==> config.mk <==
export PLATFORM = sky130hd
export DESIGN_NAME = rr_unpack_node
export DESIGN_NICKNAME = d
export VERILOG_FILES = /design/src/rtl/rr_unpack_node.sv
export SDC_FILE = /design/constraint.sdc
export NUM_CORES = 1
export LEC_CHECK = 0
export CORE_MARGIN = 3
export CORE_UTILIZATION = 37
export CTS_BUF_LIST = sky130_fd_sc_hd__clkbuf_16
export CTS_CLUSTER_SIZE = 14
export DETAILED_ROUTE_END_ITERATION = 7
export PLACE_DENSITY = 0.77
export SKIP_LAST_GASP = 1
export SLEW_MARGIN = 25
export SYNTH_ARGS = -nofsm -noshare
export SYNTH_HDL_FRONTEND = slang
export SYNTH_SLANG_ARGS = --single-unit
==> constraint.sdc <==
create_clock -name clk -period 3.7 [get_ports clk]
set_clock_uncertainty 0.05 [all_clocks]
set_input_delay 0.74 -clock clk [delete_from_list [all_inputs] [get_ports clk]]
set_output_delay 0.74 -clock clk [all_outputs]
set_load 0.03 [all_outputs]
==> src/rtl/rr_unpack_node.sv <==
// Merge-tree unpack node: splits one merged packet into independent left and right child streams.
// Each child owns one holding register; counters track delivered payloads per child.
module rr_unpack_node #(
    parameter int unsigned LWIDTH    = 64,
    parameter int unsigned RWIDTH    = 64,
    parameter int unsigned CNT_WIDTH = 32
) (
    input  logic                     clk,
    input  logic                     rstn,
    input  logic                     in_valid,
    output logic                     in_ready,
    input  logic [LWIDTH+RWIDTH+1:0] in_data,
    output logic                     l_valid,
    input  logic                     l_ready,
    output logic [LWIDTH-1:0]        l_data,
    output logic                     r_valid,
    input  logic                     r_ready,
    output logic [RWIDTH-1:0]        r_data,
    output logic [CNT_WIDTH-1:0]     l_count,
    output logic [CNT_WIDTH-1:0]     r_count,
    output logic                     err_empty
);

    logic                 l_present, r_present;
    logic [LWIDTH-1:0]    ldata_in;
    logic [RWIDTH-1:0]    rdata_in;
    logic                 in_fire, l_fire, r_fire;
    logic                 l_pend_q, l_pend_d, r_pend_q, r_pend_d;
    logic [LWIDTH-1:0]    l_data_q;
    logic [RWIDTH-1:0]    r_data_q;
    logic [CNT_WIDTH-1:0] l_count_q, l_count_d, r_count_q, r_count_d;
    logic                 err_q, err_d;

    assign l_present = in_data[LWIDTH+RWIDTH+1];
    assign r_present = in_data[LWIDTH+RWIDTH];
    assign ldata_in  = in_data[LWIDTH+RWIDTH-1:RWIDTH];
    assign rdata_in  = in_data[RWIDTH-1:0];

    always_comb begin
        // A side blocks input only while it holds a payload its consumer will not take this cycle.
        in_ready  = (!l_pend_q || l_ready) && (!r_pend_q || r_ready);
        in_fire   = in_valid && in_ready;
        l_fire    = l_pend_q && l_ready;
        r_fire    = r_pend_q && r_ready;

        l_pend_d  = l_pend_q;
        r_pend_d  = r_pend_q;
        if (l_fire) l_pend_d = 1'b0;
        if (r_fire) r_pend_d = 1'b0;
        // Load-over-clear: a new packet's present bits win over a same-edge drain.
        if (in_fire) begin
            l_pend_d = l_present;
            r_pend_d = r_present;
        end

        l_count_d = l_count_q + {{(CNT_WIDTH-1){1'b0}}, l_fire};
        r_count_d = r_count_q + {{(CNT_WIDTH-1){1'b0}}, r_fire};
        err_d     = err_q | (in_fire && !l_present && !r_present);
    end

    always_ff @(posedge clk or negedge rstn) begin
        if (!rstn) begin
            l_pend_q  <= 1'b0;
            r_pend_q  <= 1'b0;
            l_count_q <= '0;
            r_count_q <= '0;
            err_q     <= 1'b0;
        end else begin
            l_pend_q  <= l_pend_d;
            r_pend_q  <= r_pend_d;
            l_count_q <= l_count_d;
            r_count_q <= r_count_d;
            err_q     <= err_d;
        end
    end

    // Payload registers carry no reset; the pending flags qualify them.
    always_ff @(posedge clk) begin
        if (in_fire && l_present) l_data_q <= ldata_in;
        if (in_fire && r_present) r_data_q <= rdata_in;
    end

    assign l_valid   = l_pend_q;
    assign r_valid   = r_pend_q;
    assign l_data    = l_data_q;
    assign r_data    = r_data_q;
    assign l_count   = l_count_q;
    assign r_count   = r_count_q;
    assign err_empty = err_q;

endmodule

==> flow_summary_export.csv, run 1 <==
group,metric,value,unit
setup_path,worstReg2RegEnd,"l_count[28]$_DFF_PN0_",
clocking,cts_setup_buffers,0,
detailed_routing,drt_iter0_drc,292,
finish,area.sequential,5520,µm²
setup_path,reg2reg_depth,7,
setup_path,cp.arrival,2190,ps
worst_hold_path,hold_class,"in2async",
placed_design,placed_cell_area,10540,µm²
synthesis,ys_seq_elements,195,
synthesis,async_flop_share,0.3436,
timing,setup_viol,0,
synthesis,post-synth-top-area-fraction,0.5562,
synthesis,yosys-top-cells-area,"edfxtp_1, dfrtp_1, xor2_1",
setup_path,critPathLaunchType,"input port",
timing,worstMarginPinSlew,776.7,ps
clocking,htreeDepth,4,
setup_path,reg2reg_slack,1620,ps
synthesis,yosysWarnings,0,
synthesis,synth.top_cells.by_count,"edfxtp_1, dfrtp_1, xor2_1, xnor2_1, nand2_1",
clocking,cts-resized-gates,0,
detailed_routing,wl_per_cell,19.66,µm
finish,n_fill_cell,1364,
clocking,clk_latency,420,ps
finish,final_util,0.6129,
grt,antenna_found_initial,2,
placed_design,hpwl,14680,µm
floorplan,die_area,20350,µm²
clocking,cts_sinks,195,
setup_path,worstSetupEndpointType,"primary output",
grt,grt_max_degree,65,
power_and_ir_drop,leakage,0.004317,µW
timing,fin_setup_tns,0,ps
grt,grt_pass1_vias,4837,
floorplan,initial_utilization,0.3808,
floorplan,die_width,142.7,µm
run,cap_violations,0,
synthesis,yosysTopAreaCell,"edfxtp_1",
detailed_routing,ant_nets,0,
timing,hold_viol,0,
synthesis,netlist_instances,400,
grt,grt_usage,0.1842,
timing,slew_headroom,0.4822,
timing,rsz0062_at_grt,"false",
synthesis,syn_avg_cell_area,17.28,µm²
floorplan,design.core.area,18150,µm²
timing,finalCriticalPeriod,2975,ps
placed_design,gp_congestion,0.7951,
synthesis,ys.flop_type,"edfxtp_1",
clocking,path_clk_slew,70,ps
setup_path,path_class,"in2out",
floorplan,io_pins,331,
placed_design,place_inst,959,
clocking,clockBufferDepth,2,
grt,grt_pass1_wl,28490,µm
detailed_routing,wl,19480,µm
synthesis,synth_edf_count,128,
finish,area_growth,60.96,%
finish,final_area,11120,µm²
power_and_ir_drop,pwr_density_cell,462.9,nW/µm²
timing,fmax,336.1,MHz
timing,fin_crit_sh,0.8041,
detailed_routing,via_per_inst,4.794,
floorplan,fp.dieH,142.7,µm
clocking,cts_root_buffer,"clkbuf_16",
detailed_routing,drcViolationCount,0,
synthesis,yosysMostFrequentCell,"edfxtp_1",
clocking,cts_inserted_buffers,17,
floorplan,rows,49,
clocking,cts_tree,"built",
synthesis,yosysSeqAreaShare,0.7988,
setup_path,r2r_start,"l_valid$_DFFE_PN0P_",
outcome,outcome,"completed",
synthesis,synth_cell_types,28,
synthesis,syn_area,6910,µm²
grt,globalRouteOverflowTotal,0,
detailed_routing,drt_first_pass_iters,4,
synthesis,syn_nets,540,
setup_path,required,2910,ps
detailed_routing,num_vias,4751,
timing,worst_hold_slack,333.6,ps
timing,maxSlewViolCount,0,
finish,multi_input_area,1351,µm²
finish,drive_above_1_share,0.05256,
finish,final_cells,991,
setup_path,cp_max_fo,3,
placed_design,place.port_buffers,330,
finish,final_net_count,889,
power_and_ir_drop,ir_drop,0.3917,mV
clocking,cts_hold_buf,0,
[worst max-delay path by stage]
stage | slack [ps] | end | start | cells past startpoint
final | 720 | in_ready | r_ready | 4
after global routing | 630 | in_ready | r_ready | 4
after CTS | 710 | in_ready | r_ready | 4
after detailed placement | 730 | in_ready | r_ready | 4
after global placement | 740 | in_ready | r_ready | 4
after floorplan | -60 | l_data[0]$_DFFE_PP_ | l_ready | 4
[stage by stage]
stage	worst slack [ps]	total power, µW
floorplan	-57.70	2917
global placement	740.2	3353
detailed placement	734.2	3368
CTS	711.4	5206
global route	632.1	5323
finish	724.8	5149
[layout by cell type, fill, tap and decap left out, types with 14 or more instances in the layout]
cell | synthesis | layout
clkbuf_16 | 0 | 17
xor2_1 | 36 | 36
clkdlybuf4s50_1 | 0 | 329
nor3_1 | 20 | 20
dfrtp_1 | 67 | 67
edfxtp_1 | 128 | 128
nand4_1 | 14 | 14
nand2_1 | 23 | 23
xnor2_1 | 24 | 24
nand3_1 | 20 | 20
[cells by family after synthesis]
logic type | count (synthesis) | synth area share
flip-flops | 195 | 0.7988
AND/OR/NAND/NOR | 123 | 0.1037
XOR/XNOR | 60 | 0.07605
buffers and inverters | 13 | 0.007785
adder cells (fa/ha/maj) | 5 | 0.009053
AO/OA/AOI/OAI | 4 | 0.004527
[report_power, final]
part,internal [µW],switching (µW),total [µW],leakage [µW]
clock,1010,822,1830,0.000281
combinational,357,409,765,0.00197
sequential,2470,86.7,2560,0.00206
[registers in the layout, indices dropped and copies added (netlist names)]
signal	flops
err_empty	1
r_valid	1
r_count	32
l_data	64
l_valid	1
l_count	32
r_data	64
[worst max-delay path, cell delays in order]
cell and delay, ps:
clkdlybuf4s50_1 470, inv_1 50, a21oi_1 210, clkdlybuf4s50_1 710
[per-layer routing]
layer / global-route usage / part of all wire
met1: 0.2235 / 0.39
met2: 0.3143 / 0.52
met3: 0.06664 / 0.081
met4: 0.04652 / 0.011
met5: 0 / 0.00067
[area by class of cell]
type                       count  area share
sequential                   195      0.4963
timing repair buffer         333      0.3008
multi-input combinational    192      0.1215
clock buffer                  17     0.03825
tap                          229     0.02576
clock inverter                14     0.01384
inverter                      10    0.003375
antenna                        1   0.0002250
(Power assumes the default switching activity.)
==> run 2, diff against run 1 <==
--- a/config.mk
+++ b/config.mk
@@ -6,11 +6,11 @@
 export NUM_CORES = 1
 export LEC_CHECK = 0
 export CORE_MARGIN = 3
-export CORE_UTILIZATION = 37
+export CORE_UTILIZATION = 41
 export CTS_BUF_LIST = sky130_fd_sc_hd__clkbuf_16
 export CTS_CLUSTER_SIZE = 14
 export DETAILED_ROUTE_END_ITERATION = 7
-export PLACE_DENSITY = 0.77
+export PLACE_DENSITY = 0.81
 export SKIP_LAST_GASP = 1
 export SLEW_MARGIN = 25
 export SYNTH_ARGS = -nofsm -noshare
==> constraint.sdc (replaced) <==
create_clock -name clk -period 3.04 [get_ports clk]
set_clock_uncertainty 0.05 [all_clocks]
set_input_delay 0.608 -clock clk [delete_from_list [all_inputs] [get_ports clk]]
set_output_delay 0.608 -clock clk [all_outputs]
set_load 0.03 [all_outputs]
==> flow_summary_export.csv, run 2 (same netlist as run 1, synthesis figures left out) <==
group,metric,value,unit
timing,worstMarginPinSlew,841.0,ps
detailed_routing,num_vias,4755,
clocking,cts_root_buffer,"clkbuf_16",
detailed_routing,drcViolationCount,0,
power_and_ir_drop,leakage,0.004348,µW
grt,met1_usage,0.2559,
power_and_ir_drop,clockPowerShare,0.363,
worst_hold_path,hold_class,"in2async",
setup_path,worstSetupEndpointType,"primary output",
setup_path,required,2380,ps
finish,final_area,11160,µm²
setup_path,cp.arrival,2090,ps
detailed_routing,via_per_inst,4.842,
finish,drive_above_1_share,0.05767,
finish,n_fill_cell,1089,
detailed_routing,wl,20190,µm
setup_path,cp-startpoint,"r_ready",
setup_path,r2r_start,"l_valid$_DFFE_PN0P_",
grt,grt_usage,0.2128,
detailed_routing,drt_first_pass_iters,4,
floorplan,initial_utilization,0.4273,
timing,rsz0062_at_grt,"false",
placed_design,gp_congestion,0.8454,
outcome,outcome,"completed",
grt,use_met3,0.05996,
setup_path,cp_max_fo,3,
power_and_ir_drop,swShare,0.2516,
placed_design,placed_cell_area,10530,µm²
power_and_ir_drop,p_int,4762,µW
detailed_routing,wl_per_cell,20.56,µm
run,cap_violations,0,
timing,fmax,364.0,MHz
detailed_routing,drt_iter0_drc,285,
power_and_ir_drop,seqPwrFrac,0.490,
setup_path,reg2reg_slack,940,ps
finish,final_common_cell,"clkdlybuf4s50_1",
setup_path,reg2reg_depth,7,
placed_design,hpwl,15260,µm
floorplan,io_pins,331,
power_and_ir_drop,pwr_density_cell,570.3,nW/µm²
placed_design,place.port_buffers,330,
setup_path,critPathLaunchType,"input port",
finish,final_util,0.6898,
floorplan,design.core.area,16170,µm²
clocking,cts_setup_buffers,0,
finish,area_growth,61.43,%
floorplan,die_width,135.8,µm
power_and_ir_drop,p_sw,1601,µW
grt,globalRouteOverflowTotal,0,
clocking,cts_hold_buf,0,
grt,antenna_found_initial,2,
finish,final_cell_mix,"clkdlybuf4s50_1, edfxtp_1, dfrtp_1, xor2_1, xnor2_1",
clocking,path_clk_slew,70,ps
timing,setup_viol,0,
setup_path,worstReg2RegEnd,"l_count[30]$_DFF_PN0_",
detailed_routing,ant_nets,0,
clocking,cts_tree,"built",
clocking,cts-resized-gates,0,
clocking,htreeDepth,4,
placed_design,place_inst,947,
grt,grt_use_met2,0.3761,
setup_path,path_class,"in2out",
finish,final_net_count,890,
grt,grt_pass1_vias,4940,
setup_path,critPathCapture,"in_ready",
floorplan,die_area,18450,µm²
timing,finalCriticalPeriod,2747,ps
clocking,cts_sinks,195,
timing,worst_slack,292.9,ps
clocking,cts_inserted_buffers,17,
timing,maxSlewViolCount,0,
timing,slew_headroom,0.4393,
clocking,clockBufferDepth,2,
floorplan,rows,46,
timing,hold_viol,0,
grt,grt_max_degree,65,
finish,final_cells,982,
clocking,clk_latency,430,ps
grt,grt_pass1_wl,29190,µm
power_and_ir_drop,ir_drop,0.4148,mV
timing,fin_crit_sh,0.9037,
grt,grt.busiest_layer,"met2",
placed_design,place_ws,230.1,ps
power_and_ir_drop,comb_power_share,0.147,
floorplan,fp.dieH,135.8,µm
-- run 2: cell types whose count changed in the layout (fill, tap and decap cells not counted), moves of 2 or more --
cell	previous run	this run
inv_4	0	2
clkbuf_16	17	19
diode_2	1	3
inv_8	2	0
clkinv_1	3	0
-- run 2: layout make-up --
cell class                 instances  area (µm²)  area share
tap                              216       270.3     0.02423
antenna                            3       7.507   0.0006729
clock buffer                      19       475.5     0.04262
multi-input combinational        192        1351      0.1211
timing repair buffer             334        3353      0.3006
clock inverter                    13       140.1     0.01256
sequential                       195        5520      0.4948
inverter                          10       37.54    0.003365
-- run 2: worst min-delay path by stage --
stage | start | slack [ps] | endpoint | cells after the start
3_5_place_dp | err_empty$_DFF_PN0_ | 410 | err_empty$_DFF_PN0_ | 1
6_report | rstn | 230 | l_count[12]$_DFF_PN0_ | 1
4_1_cts | rstn | 240 | l_count[11]$_DFF_PN0_ | 1
3_3_place_gp | err_empty$_DFF_PN0_ | 400 | err_empty$_DFF_PN0_ | 1
5_1_grt | rstn | 280 | l_count[12]$_DFF_PN0_ | 1
2_1_floorplan | rstn | 260 | err_empty$_DFF_PN0_ | 0
-- run 2: routing by layer --
metal / wire, µm / up-vias
met5: 9 / -
met4: 302 / 2
met3: 1647 / 23
met2: 10710 / 188
met1: 7521 / 2362
li1: - / 2180
-- run 2: critical path, stage by stage --
cell and delay, ps:
clkdlybuf4s50_1 470, inv_1 60, a21oi_1 220, clkdlybuf4s50_1 720
-- run 2: stage by stage --
stage          power (µW)  TNS, ps  hold slack, ps
2_1_floorplan        3550   -76880           262.4
3_3_place_gp         4081        0           402.6
3_5_place_dp         4107        0           411.6
4_1_cts              6427        0           237.0
5_1_grt              6592        0           280.3
6_report             6363        0           229.3
-- run 2: power by group through the flow --
| stage | combinational, µW | sequential [µW] | clock [µW] |
|---|---|---|---|
| after floorplan | 99.3 | 3450 | 0 |
| after global placement | 921 | 3160 | 0 |
| after detailed placement | 940 | 3170 | 0 |
| after CTS | 945 | 3120 | 2360 |
| after global routing | 978 | 3140 | 2480 |
| final | 935 | 3120 | 2310 |
